==> config.mk <==
export PLATFORM = sky130hd
export DESIGN_NAME = jtag_tap_ctrl_flat
export DESIGN_NICKNAME = d
export VERILOG_FILES = /design/src/rtl/jtag_pkg.sv /design/src/rtl/jtag_tap_ctrl_if.sv /design/src/rtl/jtag_tap_fsm.sv /design/src/rtl/jtag_tap_ctrl.sv /design/src/flat_wrapper.sv
export SDC_FILE = /design/constraint.sdc
export NUM_CORES = 1
export LEC_CHECK = 0
export CORE_UTILIZATION = 60
export CTS_CLUSTER_DIAMETER = 200
export DETAILED_ROUTE_END_ITERATION = 10
export PLACE_DENSITY = 0.83
export SLEW_MARGIN = 0
export SYNTH_ARGS = -nofsm -noshare
export SYNTH_HDL_FRONTEND = slang
export SYNTH_HIERARCHICAL = 1
export SYNTH_SLANG_ARGS = --single-unit
==> constraint.sdc <==
create_clock -name CK -period 3.9 [get_ports CK]
set_clock_uncertainty 0.2 [all_clocks]
set_input_delay 1.17 -clock CK [delete_from_list [all_inputs] [get_ports CK]]
set_output_delay 1.17 -clock CK [all_outputs]
set_load 0.01 [all_outputs]
==> src/rtl/jtag_pkg.sv <==
// Shared types and constants for the TAP controller: state encoding, opcodes,
// IR capture pattern and the per-state decode flag bundle.
package jtag_pkg;

  typedef enum logic [3:0] {
    TLR, RTI, SEL_DR, CAP_DR, SH_DR, EX1_DR, PA_DR, EX2_DR,
    UPD_DR, SEL_IR, CAP_IR, SH_IR, EX1_IR, PA_IR, EX2_IR, UPD_IR
  } tap_state_t;

  localparam logic [3:0] OP_EXTEST         = 4'h0;
  localparam logic [3:0] OP_SAMPLE_PRELOAD = 4'h1;
  localparam logic [3:0] OP_IDCODE         = 4'h2;
  localparam logic [3:0] OP_BYPASS         = 4'hF;

  // Low two bits of the IR capture value; upper bits are zero-filled.
  localparam logic [1:0] IR_CAPTURE = 2'b01;

  typedef struct packed {
    logic tlr;
    logic cap_dr;
    logic sh_dr;
    logic upd_dr;
    logic cap_ir;
    logic sh_ir;
    logic upd_ir;
  } tap_flags_t;

endpackage

==> src/rtl/jtag_tap_ctrl_if.sv <==
// Pin bundle between the TAP controller (master) and the test port / BSR chain.
// All signals are level-sampled on CK rising edge; there is no valid/ready handshake.
interface jtag_tap_ctrl_if #(parameter int IR_W = 4);
  import jtag_pkg::*;

  logic            TMS;
  logic            TDI;
  logic            TDO_BSR;
  logic            TDO;
  logic            tdo_oe;
  logic            clockdr;
  logic            updatedr;
  logic            shiftdr;
  logic            bs_en;
  logic [IR_W-1:0] ir_q;
  tap_state_t      state;

  modport master (
    input  TMS, TDI, TDO_BSR,
    output TDO, tdo_oe, clockdr, updatedr, shiftdr, bs_en, ir_q, state
  );

  modport slave (
    output TMS, TDI, TDO_BSR,
    input  TDO, tdo_oe, clockdr, updatedr, shiftdr, bs_en, ir_q, state
  );
endinterface

==> src/rtl/jtag_tap_fsm.sv <==
// 16-state 1149.1 TAP state machine; decode flags are registered alongside the
// state so they are glitch-free Moore outputs.
module jtag_tap_fsm
  import jtag_pkg::*;
(
  input  logic       i_clk,
  input  logic       i_rst_n,
  input  logic       i_tms,
  output tap_state_t o_state,
  output tap_flags_t o_flags
);

  tap_state_t r_state;
  tap_flags_t r_flags;
  tap_state_t w_next;

  function automatic tap_state_t tap_next(input tap_state_t s, input logic tms);
    case (s)
      TLR:     return tms ? TLR    : RTI;
      RTI:     return tms ? SEL_DR : RTI;
      SEL_DR:  return tms ? SEL_IR : CAP_DR;
      CAP_DR:  return tms ? EX1_DR : SH_DR;
      SH_DR:   return tms ? EX1_DR : SH_DR;
      EX1_DR:  return tms ? UPD_DR : PA_DR;
      PA_DR:   return tms ? EX2_DR : PA_DR;
      EX2_DR:  return tms ? UPD_DR : SH_DR;
      UPD_DR:  return tms ? SEL_DR : RTI;
      SEL_IR:  return tms ? TLR    : CAP_IR;
      CAP_IR:  return tms ? EX1_IR : SH_IR;
      SH_IR:   return tms ? EX1_IR : SH_IR;
      EX1_IR:  return tms ? UPD_IR : PA_IR;
      PA_IR:   return tms ? EX2_IR : PA_IR;
      EX2_IR:  return tms ? UPD_IR : SH_IR;
      UPD_IR:  return tms ? SEL_DR : RTI;
      default: return TLR;
    endcase
  endfunction

  function automatic tap_flags_t tap_decode(input tap_state_t s);
    tap_flags_t f;
    f        = '0;
    f.tlr    = (s == TLR);
    f.cap_dr = (s == CAP_DR);
    f.sh_dr  = (s == SH_DR);
    f.upd_dr = (s == UPD_DR);
    f.cap_ir = (s == CAP_IR);
    f.sh_ir  = (s == SH_IR);
    f.upd_ir = (s == UPD_IR);
    return f;
  endfunction

  assign w_next = tap_next(r_state, i_tms);

  always_ff @(posedge i_clk) begin
    if (!i_rst_n) begin
      r_state <= TLR;
      r_flags <= tap_decode(TLR);
    end else begin
      r_state <= w_next;
      r_flags <= tap_decode(w_next);
    end
  end

  assign o_state = r_state;
  assign o_flags = r_flags;

endmodule

==> src/rtl/jtag_tap_ctrl.sv <==
// TAP controller top: instruction/ID/bypass registers, BSR strobe gating and
// the TDO output mux around the jtag_tap_fsm state machine.
module jtag_tap_ctrl
  import jtag_pkg::*;
#(
  parameter int          IR_W       = 4,
  parameter logic [31:0] IDCODE_VAL = 32'h1923_4001
) (
  input  logic           CK,
  input  logic           TRST_N,
  jtag_tap_ctrl_if.master bus
);

  localparam logic [IR_W-1:0] IR_CAP_VAL = {{(IR_W-2){1'b0}}, IR_CAPTURE};

  tap_state_t      w_state;
  tap_flags_t      w_fl;
  logic [IR_W-1:0] r_ir_sr;
  logic [IR_W-1:0] r_ir_q;
  logic [31:0]     r_id;
  logic            r_bypass;
  logic [IR_W-1:0] w_ir_act;
  logic            w_sel_bsr;
  logic            w_sel_id;

  jtag_tap_fsm u_fsm (
    .i_clk   (CK),
    .i_rst_n (TRST_N),
    .i_tms   (bus.TMS),
    .o_state (w_state),
    .o_flags (w_fl)
  );

  // TLR forces IDCODE immediately, without waiting for the register to follow.
  assign w_ir_act  = w_fl.tlr ? IR_W'(OP_IDCODE) : r_ir_q;
  assign w_sel_bsr = (w_ir_act == IR_W'(OP_EXTEST)) || (w_ir_act == IR_W'(OP_SAMPLE_PRELOAD));
  assign w_sel_id  = (w_ir_act == IR_W'(OP_IDCODE));

  always_ff @(posedge CK) begin
    if (!TRST_N) begin
      r_ir_sr  <= '0;
      r_ir_q   <= IR_W'(OP_IDCODE);
      r_id     <= '0;
      r_bypass <= 1'b0;
    end else begin
      if (w_fl.cap_ir)
        r_ir_sr <= IR_CAP_VAL;
      else if (w_fl.sh_ir)
        r_ir_sr <= {bus.TDI, r_ir_sr[IR_W-1:1]};

      if (w_fl.tlr)
        r_ir_q <= IR_W'(OP_IDCODE);
      else if (w_fl.upd_ir)
        r_ir_q <= r_ir_sr;

      if (w_sel_id && w_fl.cap_dr)
        r_id <= IDCODE_VAL;
      else if (w_sel_id && w_fl.sh_dr)
        r_id <= {bus.TDI, r_id[31:1]};

      // Any opcode that selects neither the BSR nor the ID register uses bypass.
      if (!w_sel_bsr && !w_sel_id && w_fl.cap_dr)
        r_bypass <= 1'b0;
      else if (!w_sel_bsr && !w_sel_id && w_fl.sh_dr)
        r_bypass <= bus.TDI;
    end
  end

  assign bus.clockdr  = w_sel_bsr && (w_fl.cap_dr || w_fl.sh_dr);
  assign bus.shiftdr  = w_sel_bsr && w_fl.sh_dr;
  assign bus.updatedr = w_sel_bsr && w_fl.upd_dr;
  assign bus.bs_en    = (w_ir_act == IR_W'(OP_EXTEST));
  assign bus.tdo_oe   = w_fl.sh_dr || w_fl.sh_ir;
  assign bus.ir_q     = w_ir_act;
  assign bus.state    = w_state;

  always_comb begin
    bus.TDO = 1'b0;
    if (w_fl.sh_ir)
      bus.TDO = r_ir_sr[0];
    else if (w_fl.sh_dr)
      bus.TDO = w_sel_bsr ? bus.TDO_BSR : (w_sel_id ? r_id[0] : r_bypass);
  end

endmodule

==> src/flat_wrapper.sv <==
// flat-port wrapper written by rule: the top's interface ports become plain ports
module jtag_tap_ctrl_flat import jtag_pkg::*;
#(
  parameter int          IR_W       = 4,
  parameter logic [31:0] IDCODE_VAL = 32'h1923_4001
)
  (CK, TRST_N, bus_TMS, bus_TDI, bus_TDO_BSR, bus_TDO, bus_tdo_oe, bus_clockdr, bus_updatedr, bus_shiftdr, bus_bs_en, bus_ir_q, bus_state);
  jtag_tap_ctrl_if #(.IR_W(IR_W)) bus_i ();
  input  logic CK;
  input  logic TRST_N;
  input wire logic [$bits(bus_i.TMS)-1:0] bus_TMS;
  input wire logic [$bits(bus_i.TDI)-1:0] bus_TDI;
  input wire logic [$bits(bus_i.TDO_BSR)-1:0] bus_TDO_BSR;
  output wire logic [$bits(bus_i.TDO)-1:0] bus_TDO;
  output wire logic [$bits(bus_i.tdo_oe)-1:0] bus_tdo_oe;
  output wire logic [$bits(bus_i.clockdr)-1:0] bus_clockdr;
  output wire logic [$bits(bus_i.updatedr)-1:0] bus_updatedr;
  output wire logic [$bits(bus_i.shiftdr)-1:0] bus_shiftdr;
  output wire logic [$bits(bus_i.bs_en)-1:0] bus_bs_en;
  output wire logic [$bits(bus_i.ir_q)-1:0] bus_ir_q;
  output wire logic [$bits(bus_i.state)-1:0] bus_state;
  assign bus_i.TMS = bus_TMS;
  assign bus_i.TDI = bus_TDI;
  assign bus_i.TDO_BSR = bus_TDO_BSR;
  assign bus_TDO = bus_i.TDO;
  assign bus_tdo_oe = bus_i.tdo_oe;
  assign bus_clockdr = bus_i.clockdr;
  assign bus_updatedr = bus_i.updatedr;
  assign bus_shiftdr = bus_i.shiftdr;
  assign bus_bs_en = bus_i.bs_en;
  assign bus_ir_q = bus_i.ir_q;
  assign bus_state = bus_i.state;
  jtag_tap_ctrl #(.IR_W(IR_W), .IDCODE_VAL(IDCODE_VAL)) u_core (.CK(CK), .TRST_N(TRST_N), .bus(bus_i));
endmodule
==> impl_metrics.sql <==
INSERT INTO impl_metrics (metric_group, metric, value, unit) VALUES
('timing', 'timing_worst_slew_pin_value', '0.899', 'ns'),
('logic_synthesis', 'number_of_synthesized_register_bits', '52', ''),
('clock_network', 'post-cts-setup-buffers', '0', ''),
('critical_path', 'criticalPathCategory', 'in -> out', ''),
('critical_path', 'worst-path-buf-inv', '2', ''),
('place', 'gpl.final_weighted_congestion', '0.893', ''),
('floorplanning', 'io_pins', '19', ''),
('floorplanning', 'floorplan.die_area', '0.00377', 'mm^2'),
('grt', 'grt-ovfl-total', '0', ''),
('clock_network', 'hold_buffers', '0', ''),
('floorplanning', 'die_width', '61.4', 'um'),
('clock_network', 'clock_latency_on_the_worst_skew_pair', '0.37', 'ns'),
('floorplanning', 'placement_rows', '21', ''),
('logic_synthesis', 'synth_sequential_area_ratio', '0.491', ''),
('grt', 'grt_pass1_wl', '5660', 'um'),
('finish', 'final_cell_mix', 'sky130_fd_sc_hd__dfxtp_1 (52), sky130_fd_sc_hd__nand2_1 (36), sky130_fd_sc_hd__o22ai_1 (24)', ''),
('finish', 'num_antenna_cells', '0', ''),
('logic_synthesis', 'synth_cell_types', '47', ''),
('critical_path', 'critPathArrivalTime', '2.45', 'ns'),
('clock_network', 'max-clock-path-buffers', '2', ''),
('critical_path', 'cp_num_cells', '4', ''),
('critical_path', 'critical-path-top-cell-by-count', 'sky130_fd_sc_hd__clkdlybuf4s50_1', ''),
('finish', 'final_common_cell', 'sky130_fd_sc_hd__dfxtp_1', ''),
('timing', 'whs', '0.279', 'ns'),
('logic_synthesis', 'syn_avg_cell_area', '9.38', 'um^2'),
('clock_network', 'tritoncts_clock_tree', 'done', ''),
('clock_network', 'clock_tree.htree_level_count', '2', ''),
('place', 'post-place-ws', '0.0836', 'ns'),
('finish', 'number_of_nets_in_the_finished_design', '239', ''),
('finish', 'drive_above_1_share', '0.0681', ''),
('timing', 'max_freq', '0.262', 'GHz'),
('logic_synthesis', 'postSynth.topFlopCell', 'sky130_fd_sc_hd__dfxtp_1', ''),
('critical_path', 'slowest_delay', '0.57', 'ns'),
('logic_synthesis', 'mappedNetlistArea', '0.00212', 'mm^2'),
('logic_synthesis', 'async_flop_share', '0', ''),
('critical_path', 'ff2ff_setup_slack', '1.72', 'ns'),
('clock_network', 'tritoncts_num_sinks', '52', ''),
('place', 'post-dp-hpwl', '2280', 'um'),
('timing', 'slew-limit-headroom', '0.400', ''),
('finish', 'post_synthesis_to_final_layout_area_growth', '9.98', '%'),
('critical_path', 'startpoint_of_the_worst_register_to_register_path', 'u_core/r_ir_q[3]', ''),
('timing', 'rsz0062_at_grt', 'false', ''),
('routing', 'wl_per_cell', '13.0', 'um'),
('place', 'placedInstanceArea', '0.00225', 'mm^2'),
('finish', 'final_cell_area', '0.00233', 'mm^2'),
('critical_path', 'cp-endpoint', 'bus_TDO', ''),
('critical_path', 'critical_path.reg2reg.endpoint', 'u_core/r_id[17]', ''),
('power', 'power_density', '392', 'mW/mm^2'),
('critical_path', 'ff2ff_path_depth', '3', ''),
('run_status', 'run_status', 'finished clean', ''),
('logic_synthesis', 'synthDominantAreaCellType', 'sky130_fd_sc_hd__dfxtp_1', ''),
('flow_run', 'max-cap-violations', '0', ''),
('logic_synthesis', 'synthesis.instances', '226', ''),
('critical_path', 'critical_path_required', '2.53', 'ns'),
('floorplanning', 'die_h', '61.4', 'um'),
('routing', 'drt_first_iter_violations', '136', ''),
('timing', 'final_cycle_share', '0.980', ''),
('clock_network', 'worst_setup_hold_path_clk_slew', '0.14', 'ns'),
('timing', 'report.final.slew_viol_count', '0', ''),
('clock_network', 'root_buffer', 'sky130_fd_sc_hd__clkbuf_4', ''),
('timing', 'setup_viol', '0', ''),
('grt', 'gr-usage-all-layers', '0.206', ''),
('logic_synthesis', 'syn_nets', '231', ''),
('place', 'placement.io_buffers', '18', ''),
('floorplanning', 'start_util', '0.630', ''),
('routing', 'antenna_violating_nets_post_route', '0', ''),
('critical_path', 'critPathSlowestCell', 'sky130_fd_sc_hd__clkdlybuf4s50_1', ''),
('timing', 'post-route-worst-setup-slack', '0.0786', 'ns'),
('routing', 'routed_wl', '3650', 'um'),
('critical_path', 'path_delay_family', 'buffers and inverters', ''),
('routing', 'detail_route.first_pass.iterations', '4', '');
==> cell usage after synthesis, types with 2 or more instances <==
cell and number:
sky130_fd_sc_hd__dfxtp_1 52, sky130_fd_sc_hd__a21oi_1 4, sky130_fd_sc_hd__nor2_1 14, sky130_fd_sc_hd__a32oi_1 2, sky130_fd_sc_hd__and2_1 2, sky130_fd_sc_hd__buf_4 2, sky130_fd_sc_hd__a31oi_1 4, sky130_fd_sc_hd__buf_2 7
sky130_fd_sc_hd__inv_1 4, sky130_fd_sc_hd__o21ai_0 3, sky130_fd_sc_hd__and4_1 2, sky130_fd_sc_hd__nand3_1 4, sky130_fd_sc_hd__nor3b_1 2, sky130_fd_sc_hd__nand2_1 36, sky130_fd_sc_hd__buf_6 4, sky130_fd_sc_hd__mux2i_1 7
sky130_fd_sc_hd__o221a_1 8, sky130_fd_sc_hd__nand2b_1 3, sky130_fd_sc_hd__and3_1 2, sky130_fd_sc_hd__nor4_1 4, sky130_fd_sc_hd__o22ai_1 24, sky130_fd_sc_hd__or2_1 2, sky130_fd_sc_hd__nor2b_1 5, sky130_fd_sc_hd__clkbuf_1 6
==> state kept, by name, indices dropped and copies added, names as in the netlist <==
signal / cells
u_core/u_fsm/o_state: 4
u_core/r_ir_sr: 4
u_core/r_ir_q: 4
u_core/r_id: 32
u_core/u_fsm/o_flags: 7
u_core/r_bypass: 1
==> metrics by stage <==
| step | power, W | cells | utilization |
|---|---|---|---|
| 2_1_floorplan | 0.000618 | 226 | - |
| 3_3_place_gp | 0.000633 | 273 | 0.670 |
| 3_5_place_dp | 0.000633 | 273 | 0.670 |
| 4_1_cts | 0.000924 | 281 | 0.693 |
| 5_1_grt | 0.000958 | 281 | 0.693 |
| 6_report | 0.000915 | 281 | 0.693 |
==> per-layer routing <==
metal / track usage / routed length [um] / vias to the layer above
li1: - / - / 834
met1: 0.270 / 1750 / 762
met2: 0.318 / 1690 / 26
met3: 0.0546 / 151 / 7
met4: 0.0952 / 58 / 0
met5: 0 / 0 / -
==> layout make-up <==
cell class | count | area [um^2]
timing repair buffer | 20 | 195
fill | 304 | 1030
sequential | 52 | 1040
inverter | 5 | 18.8
tap | 46 | 57.6
clock buffer | 6 | 41.3
multi-input combinational | 150 | 942
clock inverter | 2 | 35.0
==> worst reg2reg max path, delay by kind of cell, from the launching register on <==
family	cells	cell delay (ns)
AO/OA/AOI/OAI	2	0.94
AND/OR/NAND/NOR	1	0.57
flip-flops	1	0.38
==> power breakdown <==
| part | total [W] | internal (W) | switching, W |
|---|---|---|---|
| Combinational | 0.0000637 | 0.0000289 | 0.0000349 |
| Sequential | 0.000559 | 0.000540 | 0.0000191 |
| Clock | 0.000292 | 0.000135 | 0.000157 |
==> how the worst min path moves through the flow <==
| stage | startpoint | to | slack, ns | cells after the start |
|---|---|---|---|---|
| floorplan | u_core/u_fsm/o_flags[2] | u_core/r_ir_sr[0] | 0.23 | 1 |
| global placement | u_core/u_fsm/o_flags[2] | u_core/r_ir_sr[0] | 0.25 | 1 |
| detailed placement | u_core/u_fsm/o_flags[2] | u_core/r_ir_sr[0] | 0.26 | 1 |
| CTS | u_core/r_id[22] | u_core/r_id[22] | 0.28 | 2 |
| global route | u_core/r_id[27] | u_core/r_id[26] | 0.30 | 2 |
| finish | u_core/r_id[10] | u_core/r_id[9] | 0.28 | 2 |
==> cell families after synthesis <==
family,synth area share
flip-flops,0.491
AND/OR/NAND/NOR,0.196
multiplexers,0.0384
buffers and inverters,0.0643
AO/OA/AOI/OAI,0.202
XOR/XNOR,0.00827
(Power assumes the default switching activity.)
